[src/rtl/tcm_arbiter.sv]
// Shares the TCM between ibus and dbus; dbus has priority, ibus gets a grant after at most MAX_D_STREAK dbus wins.
// Requests pass through combinationally, resp one cycle later; a losing master holds req until it sees gnt.
`ifndef BUS_WIDTH
`define BUS_WIDTH 32
`endif
`ifndef BUS_ACC_WIDTH
`define BUS_ACC_WIDTH 2
`endif

module tcm_arbiter #(
  parameter int ADDR_WIDTH   = 14,
  parameter int MAX_D_STREAK = 4
) (
  input  logic                      clk,
  input  logic                      rstn,
  input  logic [ADDR_WIDTH-1:0]     i_addr,
  input  logic                      i_w_rb,
  input  logic [`BUS_ACC_WIDTH-1:0] i_acc,
  input  logic                      i_req,
  output logic                      i_gnt,
  output logic [`BUS_WIDTH-1:0]     i_rdata,
  output logic                      i_resp,
  output logic                      i_fault,
  input  logic [ADDR_WIDTH-1:0]     d_addr,
  input  logic                      d_w_rb,
  input  logic [`BUS_ACC_WIDTH-1:0] d_acc,
  input  logic [`BUS_WIDTH-1:0]     d_wdata,
  input  logic                      d_req,
  output logic                      d_gnt,
  output logic [`BUS_WIDTH-1:0]     d_rdata,
  output logic                      d_resp,
  output logic                      d_fault,
  output logic [ADDR_WIDTH-1:0]     t_addr,
  output logic                      t_w_rb,
  output logic [`BUS_ACC_WIDTH-1:0] t_acc,
  output logic [`BUS_WIDTH-1:0]     t_wdata,
  output logic                      t_req,
  input  logic [`BUS_WIDTH-1:0]     t_rdata,
  input  logic                      t_resp,
  input  logic                      t_fault
);

  localparam logic [3:0] STREAK_MAX = 4'(MAX_D_STREAK);

  typedef enum logic {OWN_I = 1'b0, OWN_D = 1'b1} owner_e;

  logic [3:0] streak;
  logic       owner_v;
  owner_e     owner_id;
  logic       i_win;
  logic       d_win;
  logic       i_wr_fault;

  always_comb begin
    i_win      = i_req & (~d_req | (streak == STREAK_MAX));
    d_win      = d_req & ~i_win;
    i_wr_fault = i_win & i_w_rb;
    // ibus writes are refused here and never reach the TCM
    t_req      = d_win | (i_win & ~i_w_rb);
    t_addr     = d_addr;
    t_w_rb     = d_w_rb;
    t_acc      = d_acc;
    t_wdata    = d_wdata;
    if (i_win) begin
      t_addr  = i_addr;
      t_w_rb  = i_w_rb;
      t_acc   = i_acc;
      t_wdata = '0;
    end
  end

  assign i_gnt   = i_win;
  assign d_gnt   = d_win;
  assign i_fault = i_wr_fault | (i_win & t_req & t_fault);
  assign d_fault = d_win & t_fault;

  // rstn gates delivery so a transaction accepted just before reset is dropped
  assign i_resp  = rstn & t_resp & owner_v & (owner_id == OWN_I);
  assign d_resp  = rstn & t_resp & owner_v & (owner_id == OWN_D);
  assign i_rdata = t_rdata;
  assign d_rdata = t_rdata;

  always_ff @(posedge clk) begin
    if (!rstn) begin
      streak   <= '0;
      owner_v  <= 1'b0;
      owner_id <= OWN_I;
    end else begin
      owner_v  <= t_req & ~t_fault;
      owner_id <= d_win ? OWN_D : OWN_I;
      if (d_win & i_req) begin
        if (streak != STREAK_MAX) streak <= streak + 4'd1;
      end else if (i_win | d_win) begin
        streak <= '0;
      end
    end
  end

endmodule

[config.mk]
export PLATFORM = sky130hd
export DESIGN_NAME = tcm_arbiter
export DESIGN_NICKNAME = d
export VERILOG_FILES = /design/src/rtl/tcm_arbiter.sv
export SDC_FILE = /design/constraint.sdc
export NUM_CORES = 1
export LEC_CHECK = 0
export CAP_MARGIN = 0
export CORE_ASPECT_RATIO = 0.7
export CORE_MARGIN = 2
export CORE_UTILIZATION = 19
export CTS_CLUSTER_DIAMETER = 150
export DETAILED_ROUTE_END_ITERATION = 7
export PLACE_DENSITY = 0.86
export SLEW_MARGIN = 20
export SYNTH_ARGS = -nofsm -noshare
export SYNTH_HDL_FRONTEND = slang
export SYNTH_SLANG_ARGS = --single-unit
[constraint.sdc]
create_clock -name clk -period 1.83 [get_ports clk]
set_clock_uncertainty 0.1 [all_clocks]
set_input_delay 0.366 -clock clk [delete_from_list [all_inputs] [get_ports clk]]
set_output_delay 0.366 -clock clk [all_outputs]
set_load 0.05 [all_outputs]
## After elaboration in Yosys (flattened, before gate mapping)

Cells that the tools add are included.

- Memory bits (read-only): 0
- Memory bits (writable): 0
- Input port bits: 104
- Output and inout bits: 120
- Flip-flop bits (word level): 6
- Memories kept: 0
- Bits in latches: 0

- Multiplexer cells: 8
- Eq/ne operators: 3
- Divide/modulo/power cells: 0
- Magnitude comparators: 0
- Bitwise gates (word level): 22
- Shift-type cells: 0
- Multipliers: 0
- Add/sub/neg operators: 1
- Reductions and logical operators: 2

Operators with widths:

| operator | count |
|---|---|
| $mux W32 | 1 |
| $mux W14 | 1 |
| $and A1 B1 Y1 | 13 |
| $mux W4 | 3 |
| $not A1 Y1 | 5 |
| $add A4 B1 Y4 const B | 1 |
| $eq A4 B3 Y1 const B | 1 |
| $ne A4 B3 Y1 const B | 1 |
| $or A1 B1 Y1 | 4 |
| $mux W1 | 2 |
| $mux W2 | 1 |
| $ne A2 B1 Y1 const B | 1 |
| $reduce_and A2 Y1 | 1 |
| $reduce_bool A2 Y1 | 1 |

## Depth between registers and ports, before layout

- Depth after elaboration: 9
- Gate-level depth with buffers: 7

## Least setup slack after synthesis

No wires, ideal clock.

- Kind: reg-to-output
- From: register streak[0]
- To: output t_req
- Cell stages (with the launch flop): 8
- Arrival time: 1.967 ns
- Buffers on the path: 2
- Setup slack: -0.603 ns
- Data required time: 1.364 ns
- Cell sequence: dfxtp_1 > inv_1 > ha_1 > nand3b_1 > a21boi_2 > buf_4 > buf_4 > a21oi_1

- Longest elaborated chain between the ends: 6
- Elaborated cells between the ends (all ways): 7

Ends and longest elaborated chain:

| element | RTL line | text |
|---|---|---|
| from (decl) | 47 | `logic [3:0] streak;` |
| from (signal assigned) | 92 | `if (streak != STREAK_MAX) streak <= streak + 4'd1;` |
| $eq A4 B3 Y1 * | 55 | `i_win = i_req & (~d_req \| (streak == STREAK_MAX));` |
| $or A1 B1 Y1 * | 55 |  |
| $and A1 B1 Y1 * | 55 |  |
| named net i_gnt | 20 | `output logic i_gnt,` |
| $not A1 Y1 | 56 | `d_win = d_req & ~i_win;` |
| $and A1 B1 Y1 | 56 |  |
| $or A1 B1 Y1 * | 59 | `t_req = d_win \| (i_win & ~i_w_rb);` |
| to (decl) | 37 | `output logic t_req,` |

The timed path passes the listed nets; every way through them passes the cells marked *.

## Worst setup path after layout

- From: input i_req
- To: output t_addr[0]

- Longest elaborated chain between the ends: 2

Ends and longest elaborated chain:

| element | RTL line | text |
|---|---|---|
| from (decl) | 19 | `input logic i_req,` |
| $and A1 B1 Y1 | 55 |  |
| $mux W14 | 64 | `if (i_win) begin` |
| to (decl) | 33 | `output logic [ADDR_WIDTH-1:0] t_addr,` |

Every way passes these cells.

==> flow_summary.toml <==
[floorplanning]
die_h_microns = 71.7
die_w_microns = 101
rows = 24
ios = 224
initial_core_util_pct = 19.8
die-area_sq_um = 7230
coreArea_sq_um = 6280

[setup_path]
path_class = "input pin to primary output"
crit_family = "buffers and inverters"
start_kind = "input pin"
cp_slowest_cell = "clkdlybuf4s50_1"
crit_path_end_kind = "primary output"
crit_buf_inv = 3
critical_path.cell_chain = "clkdlybuf4s50_1 -> a21boi_4 -> buf_12 -> mux2_2 -> buf_6"
cp_data_required_time_ns = 1.36
arrival_ns = 1.81
slowest_delay_ns = 0.50
cp_max_fo = 13

[placement]
gp_congestion = 0.746
dpl_worst_slack_ns = -0.491
io_buffers = 127
dp_hpwl_mm = 3.99

[clock_tree]
cts_max_level = 1
cts_buffers = 3
insertion_delay_ns = 0.23
cts_num_sinks = 6
tritoncts = "built"
clk_path_buf_depth = 2
clkTransAtPathRegs_ns = 0.03
cts_root_buf = "clkbuf_8"

[grt]
antenna_found_initial = 0
overflow = 0
gr-usage-all-layers_pct = 12.2
grt_pass1_vias = 1433
grt_max_degree = 14
grt_pass1_wl_mm = 7.00

[power_and_ir_drop]
power_leakage_nw = 1.30
totalPowerFinal_mw = 1.28
power_switching_mw = 0.528
p_comb_share_pct = 73.5
internal-power_mw = 0.754
switching_share_pct = 41.2
seqPwrFrac_pct = 10.8
p_clk_share_pct = 15.8
ir_drop_mv = 0.210
cellPowerDensity_nw_per_um2 = 442

[layout]
nFillCells = 571
utilization_pct = 46.2
layout_commonest_cell = "clkdlybuf4s50_1"
final_cell_mix = "70 x clkdlybuf4s50_1, 34 x buf_4, 26 x nor2b_4"
nets = 351
diodes = 0
area_growth_pct = 133
drive_gt1_share_pct = 59.7

[yosys]
yosysTopAreaCellShare_pct = 39.8
synth_xor_area_share_pct = 0
synthesis.area_sq_um = 1240
syn_area_per_cell_sq_um = 7.88
yosysWarnings = 0
synth_top_family_by_area = "buffers and inverters"
syn_inst = 158
synthSimpleGateAreaFrac_pct = 23.4
ys_types = 26
synth_compound_area_share_pct = 5.33
synthAdderAreaFrac_pct = 2.01
synth_area_leaders = "buf_4 40%, nor2b_1 17%, dfxtp_1 9.6%"
muxShareOfSynthArea_pct = 16.2
ys_ff_latch = 6
ys_seq_area_share_pct = 9.65
synth_area_leader_cell = "buf_4"
synth_nets = 264

[min_path]
hp-class = "flop to flop"

[timing]
drv_slew = 0
max_freq_ghz = 0.439
finalCritPeriodShare_pct = 124
timing.final.ws_setup_ns = -0.446
setup_viol = 54
hold_viol_final = 0
final.min_clock_period_ns = 2.28
grt_setup_unrepaired = "yes"
max_slew_margin_pct = 80.5
tightest_slew_ns = 0.291

[routing]
wire_per_inst_microns = 14.4
postRouteAntennaNets = 0
vias = 1340
first_iter_violations = 24
avgViaCountPerCell = 4.17
drc = 0
dr.pass1.iters = 4
wl_mm = 4.61

[status]
violations = "setup timing"
status = "finished with violations"

[flow_run]
max-cap-violations = 0
[cell families (layout without fill, tap and decap cells)]
kind of cell    after synthesis  after routing
buf+inv                      75            160
simple gates                 48             48
mux                          18             18
compound gates                9              9
flops                         6              6
fa+ha+maj                     2              2
[cells in the mapped netlist, drive strengths merged]
cell     instances
a2111oi          1
nor2             3
a21oi            3
ha               2
o32ai            1
a21boi           1
nor3b            1
o22ai            1
nand3b           1
nand3            3
nor2b           34
inv              5
o21a             1
mux2i            1
and2             1
nand2            2
a22oi            1
nand2b           1
buf             70
mux2            17
and3b            1
dfxtp            6
nand4b           1
[state kept, by name, indices dropped and copies added (netlist names)]
name,cells
owner_id,1
owner_v,1
streak,4
[per-layer routing]
metal / track usage (%) / vias to the layer above / wire [microns] / share of wire, %
met4: 1.52 / 0 / 12 / 0.26
met5: 0 / - / 0 / 0
met2: 20.8 / 130 / 2240 / 49
met1: 13.2 / 592 / 1700 / 37
li1: - / 614 / - / -
met3: 7.61 / 4 / 663 / 14
[final timing paths]
| check | slack [ns] | cells after the start | from | end |
|---|---|---|---|---|
| worst min register to register | 0.46 | 2 | streak[0] | streak[0] |
| worst max register to register | 0.11 | 8 | streak[1] | owner_v |
| worst max-delay path | -0.45 | 5 | i_req | t_addr[0] |
| worst min-delay path | 0.46 | 2 | streak[0] | streak[0] |
[worst register-to-register path, delay by kind of cell, from the launching register on]
family,cells,cell delay (ns)
AO/OA/AOI/OAI,2,0.43
adder cells (fa/ha/maj),1,0.15
buffers and inverters,4,0.47
flip-flops,1,0.32
AND/OR/NAND/NOR,1,0.15
[power groups by stage]
stage | clock [mW] | sequential [mW] | combinational (mW)
CTS | 0.206 | 0.138 | 0.941
finish | 0.202 | 0.138 | 0.942
global placement | 0 | 0.139 | 0.894
global route | 0.211 | 0.138 | 0.978
detailed placement | 0 | 0.140 | 0.905
floorplan | 0 | 0.140 | 0.865
[through the flow]
step / std cells / TNS (ns) / instance area, sq um / hold WS [ns]
final: 321 / -19.96 / 2900 / 0.461
after global routing: 321 / -24.37 / 2900 / 0.473
after CTS: 319 / -20.87 / 2860 / 0.462
after detailed placement: 315 / -21.44 / 2720 / 0.456
after global placement: 315 / -19.01 / 2720 / 0.430
after floorplan: 158 / -0.974 / 1550 / 0.348
[area by class of cell]
class                      count  area (sq um)  share of cell area [%]
clock buffer                   3          41.3                    1.42
inverter                       5          18.8                   0.647
multi-input combinational     77           906                    31.2
sequential                     6           123                    4.23
tap                           78          97.6                    3.37
timing repair buffer         152          1710                    59.1
[what timing repair did]
| action | 4_1_cts | 5_1_grt |
|---|---|---|
| buffers inserted | 1 | 2 |
| setup endpoints to repair | 54 | 56 |
| resized for setup | 25 | 5 |
| hold endpoints to repair | 0 | 0 |
| cloned | 0 | 0 |
| pin swaps | 0 | 0 |
| hold buffers | 0 | 0 |
(Power assumes the default switching activity.)
==> edit, RTL diff (config.mk and constraints unchanged) <==
The parameter `ADDR_WIDTH` goes from 14 to 13.
--- a/src/rtl/tcm_arbiter.sv
+++ b/src/rtl/tcm_arbiter.sv
@@ -10,3 +10,3 @@
 module tcm_arbiter #(
-  parameter int ADDR_WIDTH   = 14,
+  parameter int ADDR_WIDTH   = 13,
   parameter int MAX_D_STREAK = 4
Interface: changed (resized d_addr, i_addr and t_addr); port bits go from 224 to 221. No check against the original RTL was run, so the function may have changed too.
==> edit against the unedited design <==
  * Global-route usage shrank 1.2 points
  * Synthesized cell count shrank 1.3%
  * Sequential cell count is the same
  * Synthesized area grew 0.90%
  * First-iteration DRC count is the same
  * Critical path type is now reg2out
  * Combinational power shrank 3.0%
  * Setup slack gained 0.040 ns
  * Routed wire length grew 0.67%
  * Cell area shrank 2.4%
  * Register-to-register slack lost 0.06 ns
  * Largest power group unchanged
  * The flow still finishes with violations (setup timing)
  * Total power shrank 2.5%
==> edit: results (changes against the unedited design) <==
.. list-table::
   :header-rows: 1

   * - Metric
     - Value
   * - Fraction of layout instances using a drive strength above 1
     - 0.6067 (was 0.5967)
   * - Global routing usage on met1
     - 0.09878 (was 0.1317)
   * - Result of the run
     - complete, but fails checks (unchanged)
   * - Largest cells by area after synthesis
     - buf_4 (39%), nor2b_1 (16%), mux2_2 (14%) (was buf_4 (40%), nor2b_1 (17%), dfxtp_1 (9.6%))
   * - Endpoint of the most critical setup path
     - t_w_rb (was t_addr[0])
   * - Worst Reg-to-Reg Cells
     - 9 (was 8)
   * - Met2 global-route usage
     - 0.2060 (was 0.2081)
   * - Largest net degree at the start of global routing
     - 12 (was 14)
   * - Met3 track demand over resource in global routing
     - 0.07418 (was 0.07610)
   * - Final GP Congestion
     - 0.7213 (was 0.7455)
   * - Max-slew headroom
     - 0.8312 (was 0.8054)
   * - Worst setup slack after layout
     - -0.4058 ns (was -0.4461 ns)
   * - Port Buffer Count
     - 124 (was 127)
   * - Violated checks
     - setup timing (unchanged)
   * - # fillers
     - 591 (was 571)
   * - Adder-cell area share of the yosys netlist
     - 0.01992 (was 0.02010)
   * - Number of endpoints failing setup at the final stage
     - 53 (was 54)
   * - Length of routed met3 wiring
     - 680 µm (was 663 µm)
   * - WL met2
     - 2454 µm (was 2240 µm)
   * - Yosys cell types
     - 27 (was 26)
   * - Routed vias/inst
     - 4.158 (was 4.174)
   * - Area of placed instances
     - 0.002379 mm² (was 0.002718 mm²)
   * - Portion of the post-synthesis area used by sequential elements
     - 0.09562 (was 0.09648)
   * - Overall fraction of global-route tracks in use
     - 0.1100 (was 0.1216)
   * - Reg2reg setup slack
     - 0.05 ns (was 0.11 ns)
   * - Max rail drop VDD
     - 0.2050 mV (was 0.2103 mV)
   * - Compound-cell area share of the yosys netlist
     - 0.05777 (was 0.05327)
   * - Mapped Nets
     - 260 (was 264)
## edit: cells by family (layout without fill, tap and decap cells)
kind of cell    after synthesis  after routing
buf+inv                      74            157
simple gates                 48             48
mux                          17             17
compound gates                9              9
flops                         6              6
fa+ha+maj                     2              2
## edit: per-stage QoR
step / setup TNS, ns / std cells / worst slack, ns
final: -18.17 / 317 / -0.4058
after global routing: -21.37 / 317 / -0.4606
after CTS: -19.94 / 313 / -0.4476
after detailed placement: -21.20 / 305 / -0.4508
after global placement: -18.05 / 305 / -0.3926
after floorplan: -2.158 / 156 / -0.1067
## edit: area by class of cell
cell class	count	area, µm²	area share
sequential	6	122.6	0.04334
multi-input combinational	76	877.1	0.3100
timing repair buffer	149	1672	0.5909
inverter	5	18.77	0.006634
clock buffer	3	41.29	0.01460
tap	78	97.59	0.03450
## edit: critical path, stage by stage (launching register included)
cell	delay [ns]
dfxtp_2	0.31
inv_2	0.07
ha_4	0.15
nand3b_4	0.09
a21boi_4	0.24
buf_6	0.19
mux2_4	0.33
buf_8	0.15
